`src/rtl/mp_add_seq.sv`:
```
// Byte-serial multi-precision adder: streams operand bytes through one 8-bit ripple-carry adder.
// Define MP_ADD_SEQ_SUB_EN to add the `sub` port (a-b via inverted B and forced carry-in).

module mp_add_seq_rca8 (
    input  logic [7:0] x,
    input  logic [7:0] y,
    input  logic       ci,
    output logic [7:0] s,
    output logic       co
);

    logic [8:0] c_s;

    // Bit-level ripple carry chain
    always_comb begin
        c_s    = 9'd0;
        s      = 8'd0;
        c_s[0] = ci;
        for (int i = 0; i < 8; i++) begin
            s[i]     = x[i] ^ y[i] ^ c_s[i];
            c_s[i+1] = (x[i] & y[i]) | (c_s[i] & (x[i] ^ y[i]));
        end
        co = c_s[8];
    end

endmodule

module mp_add_seq #(
    parameter int NBYTES = 4
) (
    input  logic                  clk,
    input  logic                  rst_n,
    input  logic                  in_valid,
    output logic                  in_ready,
    input  logic [8*NBYTES-1:0]   a,
    input  logic [8*NBYTES-1:0]   b,
    input  logic                  cin,
`ifdef MP_ADD_SEQ_SUB_EN
    input  logic                  sub,
`endif
    output logic                  out_valid,
    input  logic                  out_ready,
    output logic [8*NBYTES-1:0]   sum,
    output logic                  cout,
    output logic                  busy
);

    localparam int W  = 8 * NBYTES;
    localparam int CW = $clog2(NBYTES);
    localparam logic [CW-1:0] CNT_LAST = CW'(NBYTES - 1);

    localparam logic [1:0] ST_IDLE = 2'b00;
    localparam logic [1:0] ST_RUN  = 2'b01;
    localparam logic [1:0] ST_DONE = 2'b10;

    logic [1:0]    state_r;
    logic [CW-1:0] cnt_r;
    logic [W-1:0]  a_r;
    logic [W-1:0]  b_r;
    logic [W-9:0]  res_r;
    logic          carry_r;
    logic [W-1:0]  sum_r;
    logic          cout_r;
    logic          in_ready_r;
    logic          out_valid_r;
    logic          busy_r;
`ifdef MP_ADD_SEQ_SUB_EN
    logic          sub_r;
`endif

    logic [7:0]    b_byte_s;
    logic          init_carry_s;
    logic [7:0]    rca_sum_s;
    logic          rca_co_s;
    logic [W-1:0]  res_next_s;

    // B-byte conditioning and initial carry selection
    always_comb begin
        b_byte_s     = b_r[7:0];
        init_carry_s = cin;
`ifdef MP_ADD_SEQ_SUB_EN
        if (sub_r) begin
            b_byte_s = ~b_r[7:0];
        end else begin
            b_byte_s = b_r[7:0];
        end
        if (sub) begin
            init_carry_s = 1'b1;
        end else begin
            init_carry_s = cin;
        end
`endif
    end

    mp_add_seq_rca8 u_rca (
        .x  (a_r[7:0]),
        .y  (b_byte_s),
        .ci (carry_r),
        .s  (rca_sum_s),
        .co (rca_co_s)
    );

    // Newest byte enters at the top; after the final byte this is the full sum
    assign res_next_s = {rca_sum_s, res_r};

    // State machine, operand/result shift registers and registered outputs
    always_ff @(posedge clk) begin
        if (!rst_n) begin
            state_r     <= ST_IDLE;
            cnt_r       <= '0;
            a_r         <= {W{1'b0}};
            b_r         <= {W{1'b0}};
            res_r       <= {(W-8){1'b0}};
            carry_r     <= 1'b0;
            sum_r       <= {W{1'b0}};
            cout_r      <= 1'b0;
            in_ready_r  <= 1'b1;
            out_valid_r <= 1'b0;
            busy_r      <= 1'b0;
`ifdef MP_ADD_SEQ_SUB_EN
            sub_r       <= 1'b0;
`endif
        end else begin
            case (state_r)
                ST_IDLE: begin
                    if (in_valid) begin
                        a_r        <= a;
                        b_r        <= b;
                        carry_r    <= init_carry_s;
                        cnt_r      <= '0;
                        state_r    <= ST_RUN;
                        in_ready_r <= 1'b0;
                        busy_r     <= 1'b1;
`ifdef MP_ADD_SEQ_SUB_EN
                        sub_r      <= sub;
`endif
                    end else begin
                        state_r    <= ST_IDLE;
                    end
                end
                ST_RUN: begin
                    a_r     <= {8'h00, a_r[W-1:8]};
                    b_r     <= {8'h00, b_r[W-1:8]};
                    res_r   <= res_next_s[W-1:8];
                    carry_r <= rca_co_s;
                    cnt_r   <= cnt_r + CW'(1);
                    if (cnt_r == CNT_LAST) begin
                        state_r     <= ST_DONE;
                        sum_r       <= res_next_s;
                        cout_r      <= rca_co_s;
                        out_valid_r <= 1'b1;
                    end else begin
                        state_r     <= ST_RUN;
                    end
                end
                ST_DONE: begin
                    if (out_ready) begin
                        state_r     <= ST_IDLE;
                        out_valid_r <= 1'b0;
                        in_ready_r  <= 1'b1;
                        busy_r      <= 1'b0;
                    end else begin
                        state_r     <= ST_DONE;
                    end
                end
                default: begin
                    state_r     <= ST_IDLE;
                    out_valid_r <= 1'b0;
                    in_ready_r  <= 1'b1;
                    busy_r      <= 1'b0;
                end
            endcase
        end
    end

    assign in_ready  = in_ready_r;
    assign out_valid = out_valid_r;
    assign sum       = sum_r;
    assign cout      = cout_r;
    assign busy      = busy_r;

endmodule

```
`config.mk`:
```
export PLATFORM = sky130hd
export DESIGN_NAME = mp_add_seq
export DESIGN_NICKNAME = d
export VERILOG_FILES = /design/src/rtl/mp_add_seq.sv
export SDC_FILE = /design/constraint.sdc
export NUM_CORES = 1
export LEC_CHECK = 0
export ABC_AREA = 1
export CAP_MARGIN = 10
export CELL_PAD_IN_SITES_DETAIL_PLACEMENT = 0
export CELL_PAD_IN_SITES_GLOBAL_PLACEMENT = 2
export CORE_MARGIN = 2
export CORE_UTILIZATION = 28
export CTS_CLUSTER_DIAMETER = 80
export DETAILED_ROUTE_END_ITERATION = 7
export HOLD_SLACK_MARGIN = 0.05
export MAX_ROUTING_LAYER = met4
export PLACE_DENSITY = 0.82
export SLEW_MARGIN = 20
export SYNTH_ARGS = -nofsm -noshare
export SYNTH_HDL_FRONTEND = slang
export SYNTH_SLANG_ARGS = --single-unit
```
`constraint.sdc`:
```
create_clock -name clk -period 5.4 [get_ports clk]
set_clock_uncertainty 0.2 [all_clocks]
set_input_delay 0.54 -clock clk [delete_from_list [all_inputs] [get_ports clk]]
set_output_delay 0.54 -clock clk [all_outputs]
set_load 0.05 [all_outputs]
```
---- Word-level counts from Yosys, hierarchy flattened ----
Index checks and enable logic that the tools add are counted.
Widths: inputs -> output; s select.
storage, ports and cells
  flip-flop bits (word level) ............. 129
  bits of input ports ..................... 69
  output and inout port bits .............. 36
cells by class
  add/sub/neg operators ................... 1
  eq/ne operators ......................... 6
  mux-type cells .......................... 20
  bitwise logic cells ..................... 42
  reductions and logical operators ........ 6
operators by type and width
  operator             count
  $pmux 32 s2          2
  $mux 32              2
  $and 1x1->1          16
  $xor 1x1->1          16
  $pmux 1 s3           3
  $or 1x1->1           8
  $mux 1               7
  $mux 2               3
  $ne 2x2->1 const B   3
  $pmux 2 s3           1
  $reduce_and 3->1     2
  $eq 2x2->1 const B   2
  $pmux 2 s2           1
  $reduce_and 2->1     2
  $add 2x1->2 const B  1
  $eq 2x1->1 const B   1
  $logic_not 2->1      1
  $not 1->1            2
  $pmux 1 s2           1
  $reduce_bool 2->1    1

---- Longest topological paths before layout ----
  depth after elaboration ................. 18
  depth in mapped cells ................... 16

---- Modules after synthesis ----
From an unflattened synthesis, not the netlist that was laid out.
second synthesis, totals
  cells, all modules ...................... 912
  area total of the unflattened synthesis .. 5,891.9 um^2
modules (own cells, without submodules)
  module           instances  cells each  area each (um^2)
  mp_add_seq       1          894         5,694.2
  mp_add_seq_rca8  1          18          197.7

---- Worst setup path before layout ----
No wires, ideal clock.
  kind .................................... reg-to-reg
  start ................................... register a_r[0]
  end ..................................... register sum_r[31], in the netlist sum[31]
  setup time .............................. 64 ps
  arrival ................................. 3,490 ps
  data required time ...................... 5,136 ps
  path slack .............................. 1,646 ps
  stages on the path, launching flop included .. 15
  period minus slack after synthesis ...... 3,754 ps
  cell sequence ........................... dfxtp_1 fa_1 inv_1 fa_1 inv_1 fa_1 fa_1 fa_1 fa_1 fa_1 inv_1 fa_1 nand2_1 nand2_1 nor2_1
on the way
  word-level cells in the longest chain between the ends .. 16
  elaborated cells on any way between the ends .. 17
  those cells by class .................... bitwise (17)
ends and longest elaborated chain
  what                    line  RTL
  from (decl)             58    logic [W-1:0] a_r;
  from (signal assigned)  111   a_r <= {W{1'b0}};
  from (signal assigned)  142   a_r <= {8'h00, a_r[W-1:8]};
  $xor 1x1->1             21    c_s[i+1] = (x[i] & y[i]) | (c_s[i] & (x[i] ^ y[i]));
  $and 1x1->1             21
  $or 1x1->1 *            21
  $and 1x1->1 *           21
  $or 1x1->1 *            21
  $and 1x1->1 *           21
  $or 1x1->1 *            21
  $and 1x1->1 *           21
  $or 1x1->1 *            21
  $and 1x1->1 *           21
  $or 1x1->1 *            21
  $and 1x1->1 *           21
  $or 1x1->1 *            21
  $and 1x1->1 *           21
  $or 1x1->1 *            21
  $xor 1x1->1 *           20    s[i] = x[i] ^ y[i] ^ c_s[i];
  to (signal assigned)    115   sum_r <= {W{1'b0}};
  to (signal assigned)    149   sum_r <= res_next_s;
  to (decl)               62    logic [W-1:0] sum_r;
Mark *: on every way between the ends. The rest lies on a longest branch, timed or not.
A chain may end at the register's enable or synchronous reset.

---- Worst setup path after layout ----
Ends and elaborated chain as after synthesis.

==> results <==
- Per report_power, the clock group accounts for 44.9% of the total.
- In this run, synthesis produced a sequential element count of 129.
- Post-CTS repair changed the size of 0 cells.
- Derived from the worst setup path, the maximum achievable clock frequency is 0.252 GHz.
- In the final timing run, aggregate negative setup slack is 0 ps.
- The part of the total power dissipated in sequential elements is between 40% and 50%.
- The highest ir drop seen on vdd is between 200 and 250 uV.
- The type of the worst min-delay path is flop to flop.
- Setup repair after global routing left no endpoint under its margin.
- The detailed placer's ending HPWL is 8880 um.
- The cell area after technology mapping is 5240 um^2.
- In the final routed layout, each cell accounts on average for 13.0 um.
- The sum of overflow across all layers after global routing is 0.
- The detailed-route wire length is approximately 14000 um.
- The pin count of the biggest net entering global routing is 73.
- The time the worst path needs with I/O delays and setup is approximately 4000 ps.
- The H-tree was split into 4 levels.
- The vertical extent of the die is around 140 um.
- The data required time of the worst path is between 5000 and 6000 ps.
- Across the run, the number of max-cap violations was 0.
- The class of the most critical setup path is flop to flop.
- The count of buffers added on input and output ports is 104.
- The async set or reset register ratio after synthesis is 0%.
- No sink is reached through more buffers than the 2 on the longest clock path.
- The count of nets left with antenna violations once routing finished came out at 0.
- The starting density of the core is ~28%.
- The power per cell area is ~360 nW/um^2.
- The proportion of power drawn by combinational gates is 13.1%.
- The analysis attributes to cell leakage a power of 3.02 nW.
- The later-pin clock latency in the skew report is approximately 420 ps.
- When the netlist entered floorplanning its net count stood at between 800 and 900.
- about 110 I/O pins were placed.
- The share of the synthesized area in the top cell type is between 40% and 50%.
- The total core area is 18500 um^2.
- The number of hold buffers added after CTS was 0.
- Cells with a size suffix above 1 make up around 5.4% of the layout.
- For the pin with the worst max-slew slack, the measured transition is a little under 1000 ps.
- From synthesis to final layout, the design area changed by 33.6%.
- For this run, the detailed router's first-pass iteration total came to 6.
- The die span in x is about 140 um.
- In this run the register-to-register setup slack is about 1400 ps.
- Clock-pin slew was measured on the worst setup and hold paths at about 60 ps.
- The number of antenna violations at the first check in global routing is 2.
- The switching power is 0.681 mW.
- Global routing consumed, over all layers together, 14.9% of the routing resources.
- The max-slew violation count is 0.
- The first global-routing pass estimated 22600 um of wire.
- The flip-flop cell with the highest count after synthesis is dfxtp_1.
- The number of endpoints failing setup at the final stage is 0.
- After synthesis, the cell types taking the most area are dfxtp_1 (49%), nand2_1 (15%), nor2_1 (13%).
- The per-instance average area after synthesis is ~7.1 um^2.
- The total via count after detailed routing is between 4k and 5k.
- Clock tree synthesis selected as its root buffer the cell clkbuf_16.
- The count of endpoints failing hold in the final timing report is 0.
- The sequential share of the synthesized area is about 50%.
- nand2_1 is the most common cell in the netlist.
- The final reports fail on DRC.
- For this run, design rule violations remaining after detail routing come to 2.
- The net count of the finished layout is between 800 and 900.
- The worst path uses between 70% and 80% of the clock period.
- The share of the core filled with cells in the final layout is 37.8%.
- The standard-cell row count is 50.
- STA classifies the critical path startpoint as a flop.
- The total setup buffers inserted after CTS is 0.
- The yosys synthesis warning count is 0.
- The number of global-route vias before repair was approximately 4.5k.
- The first-iteration detailed-routing DRC count is 283.
- The number of filler cells placed in the layout is 2051.
- The detail-routed via count per cell is about 4.3.
- At the end of routability-driven placement, the weighted congestion stood at ~0.75.
- The number of buffers created by CTS is 17.
- The distinct cell type count after synthesis is 20.
- After synthesis, the most frequently instantiated cells are nand2_1 (209), nor2_1 (188), dfxtp_1 (129).
- The arrival time reported for the critical path endpoint is 4110 ps.
- The run finished, with violations left.
- The kind of capture point of the worst setup path is a flop.
- The TritonCTS clock tree is done.
- The maximum fanout encountered on the critical timing path is 2.
- The cell taking the most area after synthesis is dfxtp_1.
- For this design, the sink count on the clock tree is 129.
- The worst slew margin relative to its limit is between 30% and 40%.
- The floorplan die area is a little under 20000 um^2.
- The cell count after synthesis came out at between 700 and 800.
- The internal power of the cells totals about 1.9 mW.
- The switching part of the total is 26.8%.
- In this run, synthesis inferred 0 flip-flops with an integrated enable.
kinds of logic after synthesis:
| group | Yosys count | share of synthesized area, % |
|---|---|---|
| buffers and inverters | 66 | 5.47 |
| adder cells (fa/ha/maj) | 9 | 3.30 |
| AND/OR/NAND/NOR | 420 | 30.9 |
| flip-flops | 129 | 49.3 |
| AO/OA/AOI/OAI | 115 | 11.0 |
through the flow:
step | cells | instance area [um^2] | power [mW] | hold slack, ps | setup slack (ps)
final | 1069 | 7000 | 2.55 | 246 | 1440
after global routing | 1069 | 7000 | 2.68 | 271 | 1200
after CTS | 1067 | 6990 | 2.59 | 251 | 1410
after detailed placement | 1036 | 6410 | 1.43 | 242 | 1440
after global placement | 1036 | 6410 | 1.43 | 235 | 1530
after floorplan | 739 | 5240 | 1.30 | 229 | 1650
final timing paths:
check                                       startpoint                      to  depth (start not counted)
worst max register to register     a_r[0]$_SDFFE_PN0P_    sum[31]$_SDFFE_PN0P_                         14
worst max-delay path               a_r[0]$_SDFFE_PN0P_    sum[31]$_SDFFE_PN0P_                         14
worst min register to register  out_valid$_SDFFE_PN0P_  out_valid$_SDFFE_PN0P_                          2
worst min-delay path            out_valid$_SDFFE_PN0P_  out_valid$_SDFFE_PN0P_                          2
cell type report:
cell class | instances | area, um^2 | area share [%]
antenna | 2 | 5.00 | 0.0715
clock buffer | 20 | 457 | 6.53
clock inverter | 11 | 130 | 1.86
inverter | 19 | 71.3 | 1.02
multi-input combinational | 544 | 2380 | 34.0
sequential | 129 | 2580 | 36.9
tap | 234 | 293 | 4.18
timing repair buffer | 110 | 1080 | 15.4
power by group through the flow:
stage	clock network (mW)	logic (mW)	registers (mW)
2_1_floorplan	0	0.215	1.09
3_3_place_gp	0	0.342	1.09
3_5_place_dp	0	0.343	1.09
4_1_cts	1.17	0.344	1.07
5_1_grt	1.21	0.387	1.08
6_report	1.14	0.335	1.07
state kept, by name (all words and copies together), names as in the netlist:
signal and cells:
res_r 24, state_r 2, busy 1, b_r 32, a_r 32, cnt_r 2
cout 1, carry_r 1, in_ready 1, sum 32, out_valid 1
layout by cell type, fill, tap and decap left out:
cell type        instances
ha_1                     1
clkinvlp_4               4
nor2_2                   1
inv_1                   16
fa_1                     8
o21ai_1                  6
clkbuf_16               17
clkinv_2                 1
inv_6                    2
clkbuf_8                 2
a21oi_1                 18
nand3_1                 18
buf_4                    6
nor2_1                 188
bufinv_16                2
clkbuf_1                 1
clkinv_4                 2
nor2_4                   1
inv_2                    2
o21ai_4                  1
buf_2                    1
nand2_2                  3
clkinv_1                 1
diode_2                  2
nand2_1                209
dfxtp_1                129
o21ai_0                 89
o31ai_1                  1
clkdlybuf4s50_1        103
layer usage:
metal  up-vias  GRT usage, %  wire length, um
met5         -             -                0
met4         0          4.95              194
met3        18          4.69              735
met2        96          22.8             6130
met1      2035          18.8             6830
li1       2485             -                -
critical path, cell delays in order, from the launching register on:
cell     delay (ps)
dfxtp_1         320
fa_1            420
inv_1            70
fa_1            150
inv_1            50
fa_1            370
fa_1            400
fa_1            390
fa_1            390
fa_1            390
inv_1            80
fa_1            420
nand2_1          80
nand2_1          50
nor2_1          100
Power figures use the tool's default switching activity.
